## src/rtl/pma_pkg.sv

```systemverilog
// Shared definitions for the physical memory attribute router: op/cause encodings,
// region entry layout and the power-on address map.
package pma_pkg;

    localparam int PMA_MAX_ADDR_W  = 64;
    localparam int PMA_NUM_DEFAULT = 4;

    typedef enum logic [1:0] {
        OP_READ  = 2'd0,
        OP_WRITE = 2'd1,
        OP_FETCH = 2'd2,
        OP_RSVD  = 2'd3
    } op_e;

    typedef enum logic [1:0] {
        CAUSE_NONE     = 2'd0,
        CAUSE_UNMAPPED = 2'd1,
        CAUSE_PERM     = 2'd2,
        CAUSE_BAD_OP   = 2'd3
    } cause_e;

    // Indices of the chips in the legacy fixed decoder, now default table slots.
    typedef enum int {
        CHIP_RAM = 0,
        CHIP_ROM = 1,
        CHIP_IO  = 2,
        CHIP_EXT = 3
    } chip_e;

    localparam logic [2:0] PERM_R = 3'b001;
    localparam logic [2:0] PERM_W = 3'b010;
    localparam logic [2:0] PERM_X = 3'b100;

    typedef struct packed {
        logic [PMA_MAX_ADDR_W-1:0] base;
        logic [PMA_MAX_ADDR_W-1:0] size;
        logic [2:0]                perm;
        logic                      lock;
    } region_t;

    localparam region_t DEFAULT_MAP [PMA_NUM_DEFAULT] = '{
        '{base: 64'h0000_0000, size: 64'h0000_1000, perm: PERM_R | PERM_W,          lock: 1'b0},
        '{base: 64'h0000_1000, size: 64'h000f_f000, perm: PERM_R | PERM_X,          lock: 1'b0},
        '{base: 64'h1000_0000, size: 64'h0000_0100, perm: PERM_R | PERM_W,          lock: 1'b0},
        '{base: 64'h8000_0000, size: 64'h8000_0000, perm: PERM_R | PERM_W | PERM_X, lock: 1'b0}
    };

    function automatic region_t default_entry(input int idx);
        if (idx >= 0 && idx < PMA_NUM_DEFAULT) begin
            return DEFAULT_MAP[idx[1:0]];
        end
        return '0;
    endfunction

    function automatic logic [2:0] op_perm(input logic [1:0] op);
        case (op_e'(op))
            OP_READ:  return PERM_R;
            OP_WRITE: return PERM_W;
            OP_FETCH: return PERM_X;
            default:  return 3'b000;
        endcase
    endfunction

endpackage

```

## src/rtl/pma_region_match.sv

```systemverilog
// Combinational hit and permission test of one address against one region entry.
module pma_region_match
    import pma_pkg::*;
#(
    parameter int ADDR_W = 64
) (
    input  logic [ADDR_W-1:0] addr,
    input  logic [1:0]        op,
    input  logic [ADDR_W-1:0] base,
    input  logic [ADDR_W-1:0] size,
    input  logic [2:0]        perm,
    output logic              hit,
    output logic              perm_ok
);

    logic [ADDR_W-1:0] offset;

    // Offset compare instead of base+size so a region ending at 2^ADDR_W never wraps.
    assign offset  = addr - base;
    assign hit     = (size != '0) && (addr >= base) && (offset < size);
    assign perm_ok = (perm & op_perm(op)) != 3'b000;

endmodule

```

## src/rtl/pma_router.sv

```systemverilog
// Programmable region decoder: one registered valid/ready stage that returns the
// region index, region-relative offset and fault verdict for each request.
module pma_router
    import pma_pkg::*;
#(
    parameter  int NUM_REGIONS = 4,
    parameter  int ADDR_W      = 64,
    parameter  int CNT_W       = 32,
    localparam int IDX_W       = (NUM_REGIONS > 1) ? $clog2(NUM_REGIONS) : 1
) (
    input  logic              clk,
    input  logic              rst_n,
    input  logic              req_valid,
    output logic              req_ready,
    input  logic [ADDR_W-1:0] req_addr,
    input  logic [1:0]        req_op,
    output logic              rsp_valid,
    input  logic              rsp_ready,
    output logic [IDX_W-1:0]  rsp_idx,
    output logic [ADDR_W-1:0] rsp_addr,
    output logic              rsp_err,
    output logic [1:0]        rsp_cause,
    input  logic              cfg_we,
    input  logic [IDX_W-1:0]  cfg_idx,
    input  logic [ADDR_W-1:0] cfg_base,
    input  logic [ADDR_W-1:0] cfg_size,
    input  logic [2:0]        cfg_perm,
    input  logic              cfg_lock,
    output logic              cfg_err,
    output logic [CNT_W-1:0]  fault_cnt
);

    logic [ADDR_W-1:0] base_q [NUM_REGIONS];
    logic [ADDR_W-1:0] base_d [NUM_REGIONS];
    logic [ADDR_W-1:0] size_q [NUM_REGIONS];
    logic [ADDR_W-1:0] size_d [NUM_REGIONS];
    logic [2:0]        perm_q [NUM_REGIONS];
    logic [2:0]        perm_d [NUM_REGIONS];
    logic              lock_q [NUM_REGIONS];
    logic              lock_d [NUM_REGIONS];

    logic              rsp_valid_q, rsp_valid_d;
    logic [IDX_W-1:0]  rsp_idx_q, rsp_idx_d;
    logic [ADDR_W-1:0] rsp_addr_q, rsp_addr_d;
    logic              rsp_err_q, rsp_err_d;
    logic [1:0]        rsp_cause_q, rsp_cause_d;
    logic              cfg_err_q, cfg_err_d;
    logic [CNT_W-1:0]  fault_cnt_q, fault_cnt_d;

    logic [NUM_REGIONS-1:0] hit;
    logic [NUM_REGIONS-1:0] perm_ok;
    logic                   found;
    logic [IDX_W-1:0]       sel_idx;
    logic [ADDR_W-1:0]      sel_base;
    logic                   sel_perm_ok;
    logic [1:0]             dec_cause;
    logic                   dec_err;
    logic                   accept;

    function automatic logic [ADDR_W-1:0] rst_base(input int i);
        region_t e;
        e = default_entry(i);
        return e.base[ADDR_W-1:0];
    endfunction

    function automatic logic [ADDR_W-1:0] rst_size(input int i);
        region_t e;
        e = default_entry(i);
        return e.size[ADDR_W-1:0];
    endfunction

    function automatic logic [2:0] rst_perm(input int i);
        region_t e;
        e = default_entry(i);
        return e.perm;
    endfunction

    for (genvar g = 0; g < NUM_REGIONS; g++) begin : g_match
        pma_region_match #(
            .ADDR_W (ADDR_W)
        ) u_match (
            .addr    (req_addr),
            .op      (req_op),
            .base    (base_q[g]),
            .size    (size_q[g]),
            .perm    (perm_q[g]),
            .hit     (hit[g]),
            .perm_ok (perm_ok[g])
        );
    end

    // Lowest hitting index wins when regions overlap.
    always_comb begin
        found       = 1'b0;
        sel_idx     = '0;
        sel_base    = '0;
        sel_perm_ok = 1'b0;
        for (int i = 0; i < NUM_REGIONS; i++) begin
            if (!found && hit[i]) begin
                found       = 1'b1;
                sel_idx     = IDX_W'(i);
                sel_base    = base_q[i];
                sel_perm_ok = perm_ok[i];
            end
        end
    end

    always_comb begin
        dec_cause = CAUSE_NONE;
        if (req_op == OP_RSVD) begin
            dec_cause = CAUSE_BAD_OP;
        end else if (!found) begin
            dec_cause = CAUSE_UNMAPPED;
        end else if (!sel_perm_ok) begin
            dec_cause = CAUSE_PERM;
        end
    end

    assign dec_err   = (dec_cause != CAUSE_NONE);
    assign req_ready = !rsp_valid_q || rsp_ready;
    assign accept    = req_valid && req_ready;

    always_comb begin
        rsp_valid_d = rsp_valid_q;
        rsp_idx_d   = rsp_idx_q;
        rsp_addr_d  = rsp_addr_q;
        rsp_err_d   = rsp_err_q;
        rsp_cause_d = rsp_cause_q;
        fault_cnt_d = fault_cnt_q;
        if (accept) begin
            rsp_valid_d = 1'b1;
            rsp_err_d   = dec_err;
            rsp_cause_d = dec_cause;
            rsp_idx_d   = dec_err ? '0 : sel_idx;
            rsp_addr_d  = dec_err ? req_addr : (req_addr - sel_base);
            if (dec_err && (fault_cnt_q != {CNT_W{1'b1}})) begin
                fault_cnt_d = fault_cnt_q + CNT_W'(1);
            end
        end else if (rsp_ready) begin
            rsp_valid_d = 1'b0;
        end
    end

    // Table updates land at the edge, so a same-cycle request still sees the old entry.
    always_comb begin
        cfg_err_d = 1'b0;
        for (int i = 0; i < NUM_REGIONS; i++) begin
            base_d[i] = base_q[i];
            size_d[i] = size_q[i];
            perm_d[i] = perm_q[i];
            lock_d[i] = lock_q[i];
            if (cfg_we && (cfg_idx == IDX_W'(i))) begin
                if (lock_q[i]) begin
                    cfg_err_d = 1'b1;
                end else begin
                    base_d[i] = cfg_base;
                    size_d[i] = cfg_size;
                    perm_d[i] = cfg_perm;
                    lock_d[i] = cfg_lock;
                end
            end
        end
    end

    always_ff @(posedge clk) begin
        if (!rst_n) begin
            rsp_valid_q <= 1'b0;
            rsp_idx_q   <= '0;
            rsp_addr_q  <= '0;
            rsp_err_q   <= 1'b0;
            rsp_cause_q <= '0;
            cfg_err_q   <= 1'b0;
            fault_cnt_q <= '0;
            for (int i = 0; i < NUM_REGIONS; i++) begin
                base_q[i] <= rst_base(i);
                size_q[i] <= rst_size(i);
                perm_q[i] <= rst_perm(i);
                lock_q[i] <= 1'b0;
            end
        end else begin
            rsp_valid_q <= rsp_valid_d;
            rsp_idx_q   <= rsp_idx_d;
            rsp_addr_q  <= rsp_addr_d;
            rsp_err_q   <= rsp_err_d;
            rsp_cause_q <= rsp_cause_d;
            cfg_err_q   <= cfg_err_d;
            fault_cnt_q <= fault_cnt_d;
            for (int i = 0; i < NUM_REGIONS; i++) begin
                base_q[i] <= base_d[i];
                size_q[i] <= size_d[i];
                perm_q[i] <= perm_d[i];
                lock_q[i] <= lock_d[i];
            end
        end
    end

    assign rsp_valid = rsp_valid_q;
    assign rsp_idx   = rsp_idx_q;
    assign rsp_addr  = rsp_addr_q;
    assign rsp_err   = rsp_err_q;
    assign rsp_cause = rsp_cause_q;
    assign cfg_err   = cfg_err_q;
    assign fault_cnt = fault_cnt_q;

endmodule
```

## config.mk

```make
export PLATFORM = sky130hd
export DESIGN_NAME = pma_router
export DESIGN_NICKNAME = d
export VERILOG_FILES = /design/src/rtl/pma_pkg.sv /design/src/rtl/pma_region_match.sv /design/src/rtl/pma_router.sv
export SDC_FILE = /design/constraint.sdc
export NUM_CORES = 2
export LEC_CHECK = 0
export ABC_AREA = 1
export CAP_MARGIN = 20
export CORE_ASPECT_RATIO = 0.5
export CORE_UTILIZATION = 60
export DETAILED_ROUTE_END_ITERATION = 10
export GPL_TIMING_DRIVEN = 0
export MAX_ROUTING_LAYER = met4
export PLACE_DENSITY_LB_ADDON = 0.15
export RECOVER_POWER = 100
export SLEW_MARGIN = 0
export SYNTH_ARGS = -nofsm -noshare
export SYNTH_HDL_FRONTEND = slang
export SYNTH_SLANG_ARGS = --single-unit
```

## constraint.sdc

```tcl
create_clock -name clk -period 9.7 [get_ports clk]
set_input_delay 1.94 -clock clk [delete_from_list [all_inputs] [get_ports clk]]
set_output_delay 1.94 -clock clk [all_outputs]
set_load 0.005 [all_outputs]
```

==> impl_results.md <==
* Status: finished, violations left
* Failing checks: max-capacitance violations, max-slew violations, negative setup slack
* Post-synth EDFFs at 3
* R2R setup slack at roughly 1.1 ns
* Crit Path Max Fanout at 10
* Maximum clock frequency at 101.9 MHz
* DRT iter0 DRCs at roughly 10k
* Max Used Layer: met4
* Seq/Total Area, Yosys at between 20 and 25%
* Vias per inst at 6.322
* Critical Path RT at slightly above 10 ns
* Min-delay worst type: reg -> reg
* WL/cell at approximately 25 microns
* Count leader, synth: nand2_1
* Row count at 75
* CTS Buffer Depth at 3
* Die H at 208.4 microns
* Top cell type's share of synthesized area at 24.60%
* Clk root buf: clkbuf_16
* TritonRoute pass-1 iters at 7
* Syn Std Cell Area at 51,100 sq um
* Initial antenna violation count at 8
* Sink Count at 631
* Routability cong. at 1.138
* Total Power at 9.480 mW
* Largest net degree at the start of global routing at 18
* Slew headroom at -33.30%
* Slowest stage cell on the critical path: clkdlybuf4s50_1
* IO buf count at just over 300
* Synth Register Bits at 631
* Area leader, netlist: dfxtp_1
* Final setup fails at 6
* CTS buffer count at 59
* Drt total wl at 231.3 mm
* Synth-to-Final Area Change at 16.65%
* CTS Hold Bufs at 0
* Final period utilization at 101.2%
* I/O pins at a little over 300
* Critical path class: in -> reg
* Async SR Flop Fraction at 0%
* CP most frequent cell: nand2_1
* Dominant synthesized flop cell: dfxtp_1
* Least-Margin Pin Slew at 2.000 ns
* Distinct cells, synth at between 60 and 70
* Max Cap Viol at 3
* Share of layout cells above drive strength 1 at just under 6%
* Slew Limit Fails at 34
* H-tree depth at 2
* Minimum clock period at 9.814 ns
* HPWL Detailed at 188.4 mm
* Met3 wire len at approximately 43 mm
* Met2 Wirelength at ~85 mm
* Worst hold slack at around 0.46 ns
* Fillers at about 7.4k
* Leakage at 24.37 nW
* Synth cell count leaders: nand2_1 (1,217), inv_1 (1,159), a21oi_1 (1,155)
* Effective utilization at floorplan at 60.77%
* Ranking of synthesized cells by area: dfxtp_1 (25%), ha_1 (14%), a21oi_1 (11%), nand2_1 (8.9%), inv_1 (8.5%)
* Total track usage at 51.85%
* DRC Markers at 0
* Synthesized instance count at 7,732
* First-pass GRT wire length at about 320 mm
* Antenna viol nets, final at 0
* Largest stage delay, worst path at 0.71 ns
* Reg clk slew, reported paths at 0.07 ns
* WP data arrival at 10.39 ns
* Final worst slack at -0.1137 ns
* PD cells at 159.0 nW/um^2
* Post-layout net count at 8,950
* Final Hold Viols at 0
* Later-pin clock latency in the skew report at around 0.73 ns
* Chip width at 414.7 microns
* Grt total ovfl at 0
* Post-Syn Nets at 8,514
* Vias in the first global route at 50.97k
* VDD IR-drop max at 0.0001595 V
* CTS tree: yes
* Area of the die at around 86,000 sq um
* Via Count at between 50k and 60k
* Crit. End Element: flop
* CP Launch Type: primary input
* Synth warn at 0
* Total core area at 84,080 sq um
* Synth Area per Inst at 6.609 sq um
* Metal-1 WL at 92.16 mm
* Fin Clk Skew at ~0.032 ns
[critical path, delay by kind of cell]
family                   cells  cell delay, ns
XOR/XNOR                     1            0.18
buffers and inverters        6            1.37
AND/OR/NAND/NOR             21            4.06
adder cells (fa/ha/maj)      3            1.20
AO/OA/AOI/OAI                9            1.59
[state kept, by name, summed over array words and instances, names as in the netlist]
signal and cells:
base_q 256, size_q 256, rsp_addr 64, fault_cnt 32
perm_q 12, lock_q 4, rsp_cause 2, rsp_idx 2
cfg_err 1, rsp_err 1, rsp_valid 1
[kinds of logic (layout without fill, tap and decap cells)]
kind of cell / Yosys count / after routing / synth area share, %
AO/OA/AOI/OAI: 2400 / 2400 / 25.66
AND/OR/NAND/NOR: 2388 / 2388 / 19.33
buffers and inverters: 1417 / 1902 / 10.56
flip-flops: 631 / 631 / 24.78
adder cells (fa/ha/maj): 577 / 577 / 14.20
XOR/XNOR: 319 / 319 / 5.468
other: 0 / 12 / 0
[final cells by class]
| type | instances | area [sq um] | share of cell area (%) |
|---|---|---|---|
| buffer | 245 | 1042 | 1.749 |
| tap | 1116 | 1396 | 2.343 |
| sequential | 631 | 12660 | 21.24 |
| antenna | 12 | 30.03 | 0.05038 |
| clock inverter | 30 | 360.3 | 0.6045 |
| clock buffer | 80 | 1709 | 2.867 |
| multi-input combinational | 5684 | 34470 | 57.82 |
| inverter | 1172 | 4403 | 7.387 |
| timing repair buffer | 375 | 3537 | 5.934 |
[placed cells by master (no fill, tap or decap), types with 42 or more instances in the layout]
cell type / netlist / layout
clkbuf_2: 0 / 42
clkbuf_16: 0 / 63
xor2_1: 209 / 209
nor3_1: 75 / 71
inv_1: 1159 / 1156
o21ai_0: 734 / 718
nor2_1: 694 / 679
a31oi_1: 110 / 102
clkdlybuf4s50_1: 0 / 156
buf_4: 7 / 47
dlygate4sd3_1: 0 / 106
a21oi_1: 1155 / 1131
nand3_1: 207 / 188
xnor2_1: 110 / 108
nand2_1: 1217 / 1206
o22ai_1: 63 / 61
dfxtp_1: 628 / 628
o211ai_1: 84 / 84
ha_1: 572 / 527
nand4_1: 114 / 114
clkbuf_1: 210 / 220
[per-stage QoR]
step | std cells | TNS, ns | setup WS (ns) | cell area (sq um) | utilization (%)
2_1_floorplan | 7732 | 0 | 1.538 | 51100 | -
3_3_place_gp | 9155 | -146.61 | -3.105 | 55570 | 66.09
3_5_place_dp | 9163 | -158.55 | -3.291 | 55700 | 66.24
4_1_cts | 9298 | 0 | 0.0006919 | 58690 | 69.80
5_1_grt | 9340 | -0.4253 | -0.07869 | 59590 | 70.88
6_report | 9345 | -0.3029 | -0.1137 | 59610 | 70.89
[metal layers]
layer | up-vias | GRT usage, %
met5 | - | -
met4 | 0 | 20.52
met3 | 755 | 25.00
met2 | 4374 | 66.25
met1 | 26920 | 68.40
li1 | 27030 | -
[path summary, 6_finish.rpt]
check | to | depth (start not counted) | from
worst max-delay path | rsp_addr[53] | 40 | req_addr[44]
worst min-delay path | perm_q[1][0] | 2 | perm_q[1][0]
worst max register to register | rsp_addr[53] | 41 | base_q[0][24]
worst min register to register | perm_q[1][0] | 2 | perm_q[1][0]
[repair_timing]
item	CTS	global route
cloned	0	1
buffers inserted	25	19
endpoints found under the hold margin	0	0
pin swaps	24	29
setup endpoints to repair	63	52
resized for setup	211	229
[power by group]
| group | switching [mW] | internal, mW |
|---|---|---|
| clock network | 1.22 | 1.41 |
| logic | 2.70 | 1.35 |
| registers | 0.0609 | 2.74 |
Power figures use the tool's default switching activity.
